### config.mk
export PLATFORM = sky130hd
export DESIGN_NAME = fifo_pkt_reader_flat
export DESIGN_NICKNAME = d
export VERILOG_FILES = /design/src/rtl/fifo_pkt_reader_pkg.sv /design/src/rtl/fifo_pkt_reader_if.sv /design/src/rtl/fifo_pkt_reader_ast_skid_buf.sv /design/src/rtl/fifo_pkt_reader.sv /design/src/flat_wrapper.sv
export SDC_FILE = /design/constraint.sdc
export NUM_CORES = 1
export LEC_CHECK = 0
export BUFFER_PORTS_ARGS = -buffer_cell sky130_fd_sc_hd__buf_4
export CAP_MARGIN = 20
export CORE_ASPECT_RATIO = 2
export CORE_MARGIN = 5
export CORE_UTILIZATION = 31
export DETAILED_ROUTE_END_ITERATION = 7
export PLACE_DENSITY = 0.47
export SYNTH_ARGS = -nofsm -noshare
export SYNTH_HDL_FRONTEND = slang
export SYNTH_SLANG_ARGS = --single-unit
### constraint.sdc
create_clock -name clk_i -period 6.9 [get_ports clk_i]
set_clock_uncertainty 0.1 [all_clocks]
set_input_delay 2.07 -clock clk_i [delete_from_list [all_inputs] [get_ports clk_i]]
set_output_delay 2.07 -clock clk_i [all_outputs]
set_load 0.01 [all_outputs]
### src/rtl/fifo_pkt_reader_pkg.sv
// Shared definitions for the FIFO packet reader.
// Holds the reader FSM state encoding and the output buffer depth.
package fifo_rd_pkg;

    // Reader FSM states: waiting for a command, popping words, waiting for eop to leave
    typedef enum logic [1:0] {
        IDLE   = 2'd0,
        STREAM = 2'd1,
        DRAIN  = 2'd2
    } rd_state_e;

    // Output skid buffer depth and the width of its occupancy counter
    localparam int unsigned BUF_DEPTH = 2;
    localparam int unsigned CNT_W     = 2;

    typedef logic [CNT_W-1:0] buf_cnt_t;

endpackage

### src/rtl/fifo_pkt_reader_if.sv
// Bus bundle of the FIFO packet reader: command handshake, show-ahead FIFO
// read port and Avalon-ST style source stream.
//   master : the reader itself (drives cmd_ready_o, fifo_rdreq_o, src_*, busy_o)
//   slave  : the surroundings (command source, FIFO, stream sink)
interface fifo_pkt_reader_if #(
    parameter int DWIDTH = 16,
    parameter int LWIDTH = 9
);
    logic [LWIDTH-1:0] cmd_len_i;
    logic              cmd_valid_i;
    logic              cmd_ready_o;
    logic [DWIDTH-1:0] fifo_q_i;
    logic              fifo_empty_i;
    logic              fifo_rdreq_o;
    logic [DWIDTH-1:0] src_data_o;
    logic              src_valid_o;
    logic              src_ready_i;
    logic              src_startofpacket_o;
    logic              src_endofpacket_o;
    logic              busy_o;

    modport master (
        input  cmd_len_i, cmd_valid_i, fifo_q_i, fifo_empty_i, src_ready_i,
        output cmd_ready_o, fifo_rdreq_o, src_data_o, src_valid_o,
               src_startofpacket_o, src_endofpacket_o, busy_o
    );

    modport slave (
        output cmd_len_i, cmd_valid_i, fifo_q_i, fifo_empty_i, src_ready_i,
        input  cmd_ready_o, fifo_rdreq_o, src_data_o, src_valid_o,
               src_startofpacket_o, src_endofpacket_o, busy_o
    );
endinterface

### src/rtl/fifo_pkt_reader_ast_skid_buf.sv
// Two-entry in-order skid buffer with registered outputs.
// Ports:
//   clk_i, srst_n_i          clock, synchronous active-low reset
//   in_data_i, in_valid_i    push side (caller guarantees no push when full)
//   out_data_o, out_valid_o  head entry, driven straight from registers
//   out_ready_i              sink accepts the head entry
//   cnt_o                    registered occupancy 0..2
module ast_skid_buf
    import fifo_rd_pkg::*;
#(
    parameter int WIDTH = 18
) (
    input  logic             clk_i,
    input  logic             srst_n_i,
    input  logic [WIDTH-1:0] in_data_i,
    input  logic             in_valid_i,
    output logic [WIDTH-1:0] out_data_o,
    output logic             out_valid_o,
    input  logic             out_ready_i,
    output buf_cnt_t         cnt_o
);
    localparam buf_cnt_t CNT_ZERO = {CNT_W{1'b0}};
    localparam buf_cnt_t CNT_ONE  = {{(CNT_W-1){1'b0}}, 1'b1};
    localparam buf_cnt_t CNT_FULL = CNT_W'(BUF_DEPTH);

    logic [WIDTH-1:0] head_r;
    logic [WIDTH-1:0] tail_r;
    buf_cnt_t         cnt_r;
    logic             valid_r;
    logic             take_s;

    assign take_s = valid_r & out_ready_i;

    // Occupancy and entry update; the head always holds the oldest word
    always_ff @(posedge clk_i) begin
        if (!srst_n_i) begin
            head_r  <= {WIDTH{1'b0}};
            tail_r  <= {WIDTH{1'b0}};
            cnt_r   <= CNT_ZERO;
            valid_r <= 1'b0;
        end else begin
            case ({in_valid_i, take_s})
                2'b11: begin
                    // Push and transfer together: occupancy unchanged, queue shifts
                    if (cnt_r == CNT_FULL) begin
                        head_r <= tail_r;
                        tail_r <= in_data_i;
                    end else begin
                        head_r <= in_data_i;
                    end
                end
                2'b01: begin
                    if (cnt_r == CNT_FULL) begin
                        head_r <= tail_r;
                    end
                    cnt_r   <= cnt_r - CNT_ONE;
                    valid_r <= (cnt_r == CNT_FULL);
                end
                2'b10: begin
                    if (cnt_r == CNT_ZERO) begin
                        head_r <= in_data_i;
                    end else begin
                        tail_r <= in_data_i;
                    end
                    if (cnt_r < CNT_FULL) begin
                        cnt_r <= cnt_r + CNT_ONE;
                    end
                    valid_r <= 1'b1;
                end
                default: begin
                    cnt_r   <= cnt_r;
                    valid_r <= valid_r;
                end
            endcase
        end
    end

    assign out_data_o  = head_r;
    assign out_valid_o = valid_r;
    assign cnt_o       = cnt_r;

endmodule

### src/rtl/fifo_pkt_reader.sv
// Reads length-prefixed packets out of a show-ahead FIFO and emits them as a
// sop/eop framed stream.  A command gives the word count of the next packet;
// words are popped while the output skid buffer has room and the FIFO is not
// empty, so the pop never depends combinationally on the sink's ready.
// Ports:
//   clk_i     rising-edge clock
//   srst_n_i  synchronous active-low reset
//   bus       fifo_pkt_reader_if.master (command, FIFO read port, stream, busy)
module fifo_pkt_reader
    import fifo_rd_pkg::*;
#(
    parameter int DWIDTH = 16,
    parameter int LWIDTH = 9
) (
    input  logic              clk_i,
    input  logic              srst_n_i,
    fifo_pkt_reader_if.master bus
);
    localparam logic [LWIDTH-1:0] LEN_ZERO = {LWIDTH{1'b0}};
    localparam logic [LWIDTH-1:0] LEN_ONE  = {{(LWIDTH-1){1'b0}}, 1'b1};

    rd_state_e         state_r;
    logic [LWIDTH-1:0] remaining_r;
    logic              first_r;
    logic              cmd_ready_r;
    logic              busy_r;

    buf_cnt_t          buf_cnt_s;
    logic              pop_s;
    logic              cmd_acc_s;
    logic              eop_xfer_s;
    logic [DWIDTH+1:0] buf_in_s;
    logic [DWIDTH+1:0] buf_out_s;
    logic              buf_valid_s;

    // Pop decision from registered state and the FIFO flag only; gated by reset
    // so no word is lost from the FIFO while the reader is being cleared
    always_comb begin
        pop_s = 1'b0;
        if (srst_n_i && (state_r == STREAM) && (remaining_r != LEN_ZERO) &&
            !bus.fifo_empty_i && (buf_cnt_s < CNT_W'(BUF_DEPTH))) begin
            pop_s = 1'b1;
        end else begin
            pop_s = 1'b0;
        end
    end

    assign cmd_acc_s  = bus.cmd_valid_i & cmd_ready_r;
    assign buf_in_s   = {bus.fifo_q_i, first_r, (remaining_r == LEN_ONE)};
    assign eop_xfer_s = buf_valid_s & bus.src_ready_i & buf_out_s[0];

    // Reader FSM with its registered command-ready and busy outputs
    always_ff @(posedge clk_i) begin
        if (!srst_n_i) begin
            state_r     <= IDLE;
            remaining_r <= LEN_ZERO;
            first_r     <= 1'b0;
            cmd_ready_r <= 1'b1;
            busy_r      <= 1'b0;
        end else begin
            case (state_r)
                IDLE: begin
                    // A zero-length command is consumed without leaving IDLE
                    if (cmd_acc_s && (bus.cmd_len_i != LEN_ZERO)) begin
                        remaining_r <= bus.cmd_len_i;
                        first_r     <= 1'b1;
                        state_r     <= STREAM;
                        cmd_ready_r <= 1'b0;
                        busy_r      <= 1'b1;
                    end
                end
                STREAM: begin
                    if (pop_s) begin
                        remaining_r <= remaining_r - LEN_ONE;
                        first_r     <= 1'b0;
                        if (remaining_r == LEN_ONE) begin
                            state_r <= DRAIN;
                        end
                    end
                end
                DRAIN: begin
                    // Stay busy until the eop word has actually left the buffer
                    if (eop_xfer_s) begin
                        state_r     <= IDLE;
                        cmd_ready_r <= 1'b1;
                        busy_r      <= 1'b0;
                    end
                end
                default: begin
                    state_r     <= IDLE;
                    remaining_r <= LEN_ZERO;
                    first_r     <= 1'b0;
                    cmd_ready_r <= 1'b1;
                    busy_r      <= 1'b0;
                end
            endcase
        end
    end

    ast_skid_buf #(
        .WIDTH(DWIDTH + 2)
    ) u_skid (
        .clk_i      (clk_i),
        .srst_n_i   (srst_n_i),
        .in_data_i  (buf_in_s),
        .in_valid_i (pop_s),
        .out_data_o (buf_out_s),
        .out_valid_o(buf_valid_s),
        .out_ready_i(bus.src_ready_i),
        .cnt_o      (buf_cnt_s)
    );

    assign bus.fifo_rdreq_o        = pop_s;
    assign bus.cmd_ready_o         = cmd_ready_r;
    assign bus.busy_o              = busy_r;
    assign bus.src_valid_o         = buf_valid_s;
    assign bus.src_data_o          = buf_out_s[DWIDTH+1:2];
    assign bus.src_startofpacket_o = buf_out_s[1];
    assign bus.src_endofpacket_o   = buf_out_s[0];

endmodule

### src/flat_wrapper.sv
// flat-port wrapper written by rule: the top's interface ports become plain ports
module fifo_pkt_reader_flat import fifo_rd_pkg::*;
#(
    parameter int DWIDTH = 16,
    parameter int LWIDTH = 9
)
  (clk_i, srst_n_i, bus_cmd_len_i, bus_cmd_valid_i, bus_fifo_q_i, bus_fifo_empty_i, bus_src_ready_i, bus_cmd_ready_o, bus_fifo_rdreq_o, bus_src_data_o, bus_src_valid_o, bus_src_startofpacket_o, bus_src_endofpacket_o, bus_busy_o);
  fifo_pkt_reader_if #(.DWIDTH(DWIDTH), .LWIDTH(LWIDTH)) bus_i ();
  input  logic clk_i;
  input  logic srst_n_i;
  input wire logic [$bits(bus_i.cmd_len_i)-1:0] bus_cmd_len_i;
  input wire logic [$bits(bus_i.cmd_valid_i)-1:0] bus_cmd_valid_i;
  input wire logic [$bits(bus_i.fifo_q_i)-1:0] bus_fifo_q_i;
  input wire logic [$bits(bus_i.fifo_empty_i)-1:0] bus_fifo_empty_i;
  input wire logic [$bits(bus_i.src_ready_i)-1:0] bus_src_ready_i;
  output wire logic [$bits(bus_i.cmd_ready_o)-1:0] bus_cmd_ready_o;
  output wire logic [$bits(bus_i.fifo_rdreq_o)-1:0] bus_fifo_rdreq_o;
  output wire logic [$bits(bus_i.src_data_o)-1:0] bus_src_data_o;
  output wire logic [$bits(bus_i.src_valid_o)-1:0] bus_src_valid_o;
  output wire logic [$bits(bus_i.src_startofpacket_o)-1:0] bus_src_startofpacket_o;
  output wire logic [$bits(bus_i.src_endofpacket_o)-1:0] bus_src_endofpacket_o;
  output wire logic [$bits(bus_i.busy_o)-1:0] bus_busy_o;
  assign bus_i.cmd_len_i = bus_cmd_len_i;
  assign bus_i.cmd_valid_i = bus_cmd_valid_i;
  assign bus_i.fifo_q_i = bus_fifo_q_i;
  assign bus_i.fifo_empty_i = bus_fifo_empty_i;
  assign bus_i.src_ready_i = bus_src_ready_i;
  assign bus_cmd_ready_o = bus_i.cmd_ready_o;
  assign bus_fifo_rdreq_o = bus_i.fifo_rdreq_o;
  assign bus_src_data_o = bus_i.src_data_o;
  assign bus_src_valid_o = bus_i.src_valid_o;
  assign bus_src_startofpacket_o = bus_i.src_startofpacket_o;
  assign bus_src_endofpacket_o = bus_i.src_endofpacket_o;
  assign bus_busy_o = bus_i.busy_o;
  fifo_pkt_reader #(.DWIDTH(DWIDTH), .LWIDTH(LWIDTH)) u_core (.clk_i(clk_i), .srst_n_i(srst_n_i), .bus(bus_i));
endmodule
After elaboration in Yosys (flattened, before gate mapping) --
Cells that the tools add are included.
Storage, ports and cells: bits in registers 53, input port bits 30, output and inout port bits 22, logic and storage cells 80
Cells by class: add/subtract/negate cells 3, magnitude comparators 1, eq/ne operators 16, multiplexer cells 27, bitwise gates (word level) 5, reduce and logical (&&, ||, !) cells 19
Operators by type and width (number):
- $mux 18 | 5
- $pmux 18 s3 | 1
- $pmux 18 s2 | 1
- $pmux 9 s3 | 1
- $mux 9 | 2
- $reduce_bool 9->1 | 2
- $ne 2x2->1 const B | 6
- $reduce_and 3->1 | 4
- $mux 2 | 5
- $eq 9x1->1 const B | 1
- $pmux 1 s3 | 3
- $sub 9x1->9 const B | 1
- $eq 2x2->1 const B | 4
- $mux 1 | 6
- $ne 2x1->1 const B | 3
- $pmux 2 s3 | 1
- $logic_and 1x1->1 | 5
- $eq 2x1->1 const B | 2
- $logic_not 2->1 | 2
- $pmux 2 s2 | 1
- $reduce_and 4->1 | 1
- $reduce_bool 2->1 | 2
- $and 1x1->1 | 3
- $reduce_bool 3->1 | 1
- other kinds (7) | 8

Logic depth before layout (Yosys ltp) --
depth in word-level cells 9, gate-level depth with buffers 14, mapped depth without buffers 11

By module --
A second synthesis with hierarchy kept.
Unflattened totals: cell total of the unflattened synthesis 348, area, all modules 3135.5 sq um
By module, submodules not included:
- ast_skid_buf | times used 1, cells each 235, area an instance 2187.1 sq um, seq. area each 780.7 sq um
- fifo_pkt_reader | times used 1, cells each 113, area an instance 948.4 sq um, seq. area each 280.3 sq um

Worst setup path before layout --
No wires, ideal clock.
path type input -> output, from input port srst_n_i, to output port bus_fifo_rdreq_o, data arrival time 2.957 ns, data required time 4.730 ns, setup slack 1.773 ns, stages on the path 4, buffers on the path 1, cells stage by stage clkbuf_1 > nor2b_1 > nand3_1 > inv_1
On the way: cells in the longest elaborated chain, start to end 5
RTL lines:
- start, declared | line flat_wrapper.sv:10 | input logic srst_n_i;
- $logic_and 1x1->1 (3 in a row) | line fifo_pkt_reader.sv:40 | if (srst_n_i && (state_r == STREAM) && (remaining_r != LEN_ZERO) &&
- $logic_and 1x1->1 | line fifo_pkt_reader.sv:41 | !bus.fifo_empty_i && (buf_cnt_s < CNT_W'(BUF_DEPTH))) begin
- $mux 1 | line fifo_pkt_reader.sv:40
- end, declared | line flat_wrapper.sv:17 | output wire logic [$bits(bus_i.fifo_rdreq_o)-1:0] bus_fifo_rdreq_o;
Every way passes these cells.

Worst setup path after layout --
Same ends and word-level chain as after synthesis.

==> impl_metrics.yaml <==
logic_synthesis:
  async_flop_share: 0
  syn-cell-area_sq_um: 2904
  ys.flop_type: "dfxtp_1"
  synth_edf_count: 0
  synth_seq_cells: 53
  ys_seq_area_frac: 0.3654
  ys_warn_count: 0
  yosysTopAreaCellShare: 0.3654
  synth_cell_types: 56
  syn_inst: 310
  syn_area_per_cell_sq_um: 9.368
  syn-num-nets: 347
  yosysTopAreaCell: "dfxtp_1"
  synthTopCellsByArea: "dfxtp_1 37%, mux2i_1 10%, a21boi_0 3.9%"
clocking:
  ctsHoldBuffers: 0
  root_buffer: "clkbuf_16"
  clkTransAtPathRegs_ns: 0.06
  numCtsBuffers: 5
  postCtsSetupBuffers: 0
  cts_max_path_buffers: 2
  htree_levels: 2
  cts.repair.resized: 0
  clock_latency_ns: 0.29
  cts_sinks: 53
  cts_tree: "built"
min_path:
  hold_class: "reg -> reg"
sta:
  rsz0062_at_grt: "false"
  finalCritPeriodShare: 0.8232
  relSlewSlack: 0.2585
  setup_violations: 0
  final_max_slew_viol_count: 0
  tns_ns: 0
  hold_viol: 0
  layout_min_cycle_time_ns: 5.680
  max_freq_mhz: 176.1
  worstMarginPinSlew_ns: 1.110
floorplanning:
  die_w_um: 78.44
  num_rows: 50
  fp.dieArea_sq_um: 11520
  fp.dieH_um: 146.9
  core_sq_um: 9259
  initial_core_util: 0.3136
  ioPinCount: 52
layout:
  drive_gt1_frac: 0.2219
  num-fill-cells: 997
  area_delta_synth_final_pct: 19.78
  ff_latch_area_sq_um: 1061
  multi_input_area_sq_um: 1708
  antenna_cells: 0
  final_cell_mix: "53 x buf_4, 53 x dfxtp_1, 30 x mux2i_1"
  nets: 383
  finish.utilization: 0.3757
global_routing:
  grt_max_degree: 30
  grt_pass1_wl_mm: 13.68
  antenna_found_initial: 0
  grt_usage: 0.1521
  grt_pass1_vias: 2588
  grt-ovfl-total: 0
setup_path:
  start_kind: "input port"
  worstPathRequired_ns: 4.73
  critical_path_class: "in -> out"
  cp-end-kind: "output port"
  cp_max_fo: 29
  cp.arrival_ns: 3.51
drt:
  vias_per_cell: 5.599
  num_vias: 2525
  post_drt_wl_per_cell_um: 18.06
  wl_mm: 8.147
  drt_iter0_drc: 89
  drtPass1Iterations: 4
  antenna_left: 0
  drc: 0
job:
  cap_violations: 0
pwr:
  max-vdd-ir-drop_mv: 0.1309
  p_per_area_nw_per_um2: 214.8
  p_leak_nw: 1.388
placed_design:
  dp_hpwl_mm: 5.947
  io_buffers: 51
  gp_congestion: 0.8649
run_status:
  status: "finished, final reports clean"
## sequential cells by signal, indices dropped and copies added, names as in the netlist
name and flops:
u_core.bus.busy_o 1, u_core.bus.cmd_ready_o 1, u_core.first_r 1, u_core.remaining_r 9, u_core.state_r 2, u_core.u_skid.cnt_o 2, u_core.u_skid.out_data_o 18, u_core.u_skid.out_valid_o 1
u_core.u_skid.tail_r 18
## synthesized netlist by cell type, drive strengths merged (8+ instances only)
cell and count:
nor2 26, nand2 9, o21ai 9, a221oi 8
o21a 12, mux2i 30, a21boi 15, nor2b 8
nor3 10, inv 9, dfxtp 53, a2111oi 8
clkbuf 17
## worst max-delay path, cell delays in order
cell     delay [ns]
buf_4          0.30
nor3b_1        0.43
o21a_4         0.23
nand3_1        0.13
inv_1          0.20
buf_4          0.15
## worst paths after layout
check                          start                      endpoint  slack [ns]  cells past startpoint
max                         srst_n_i              bus_fifo_rdreq_o        1.22                      6
min          u_core.u_skid.tail_r[5]       u_core.u_skid.tail_r[5]        0.39                      2
max reg2reg    u_core.remaining_r[0]  u_core.u_skid.out_data_o[16]        3.20                     12
min reg2reg  u_core.u_skid.tail_r[5]       u_core.u_skid.tail_r[5]        0.39                      2
## metrics by stage
stage / power [mW] / cell area, sq um / setup slack (ns) / std cells / hold WS (ns)
floorplan: 0.4512 / 2904 / 1.773 / 310 / 0.3490
global route: 0.7928 / 3478 / 1.079 / 451 / 0.4208
finish: 0.7472 / 3478 / 1.220 / 451 / 0.3949
detailed placement: 0.5100 / 3338 / 1.201 / 443 / 0.3863
CTS: 0.7637 / 3478 / 1.195 / 451 / 0.4049
global placement: 0.5085 / 3338 / 1.291 / 443 / 0.3699
## cell type report
class,instances,area share
clock inverter,1,0.002158
clock buffer,7,0.03813
tap,104,0.03741
timing repair buffer,53,0.1144
multi-input combinational,222,0.4910
inverter,11,0.01187
sequential,53,0.3050
## per-layer routing
metal	GRT usage	wire, um	share of wire
met1	0.1624	3123	0.38
met2	0.2874	4574	0.56
met3	0.02209	237	0.029
met4	0.06743	211	0.026
met5	0	0	0
## where the power goes
| group | internal (mW) | leakage, nW | switching (mW) | total, mW |
|---|---|---|---|---|
| sequential | 0.323 | 0.430 | 0.0210 | 0.344 |
| combinational | 0.0740 | 0.894 | 0.0825 | 0.156 |
| clock | 0.135 | 0.0641 | 0.112 | 0.247 |
| total | 0.532 | 1.39 | 0.215 | 0.747 |
## logic make-up after synthesis
logic type | after synthesis | synth area share
and+or+nand+nor | 81 | 0.1486
muxes | 33 | 0.1150
AOI/OAI and AO/OA | 101 | 0.2900
buffers and inverters | 35 | 0.05084
DFF | 53 | 0.3654
adders and majority gates | 7 | 0.03016
Power figures use the tool's default switching activity.
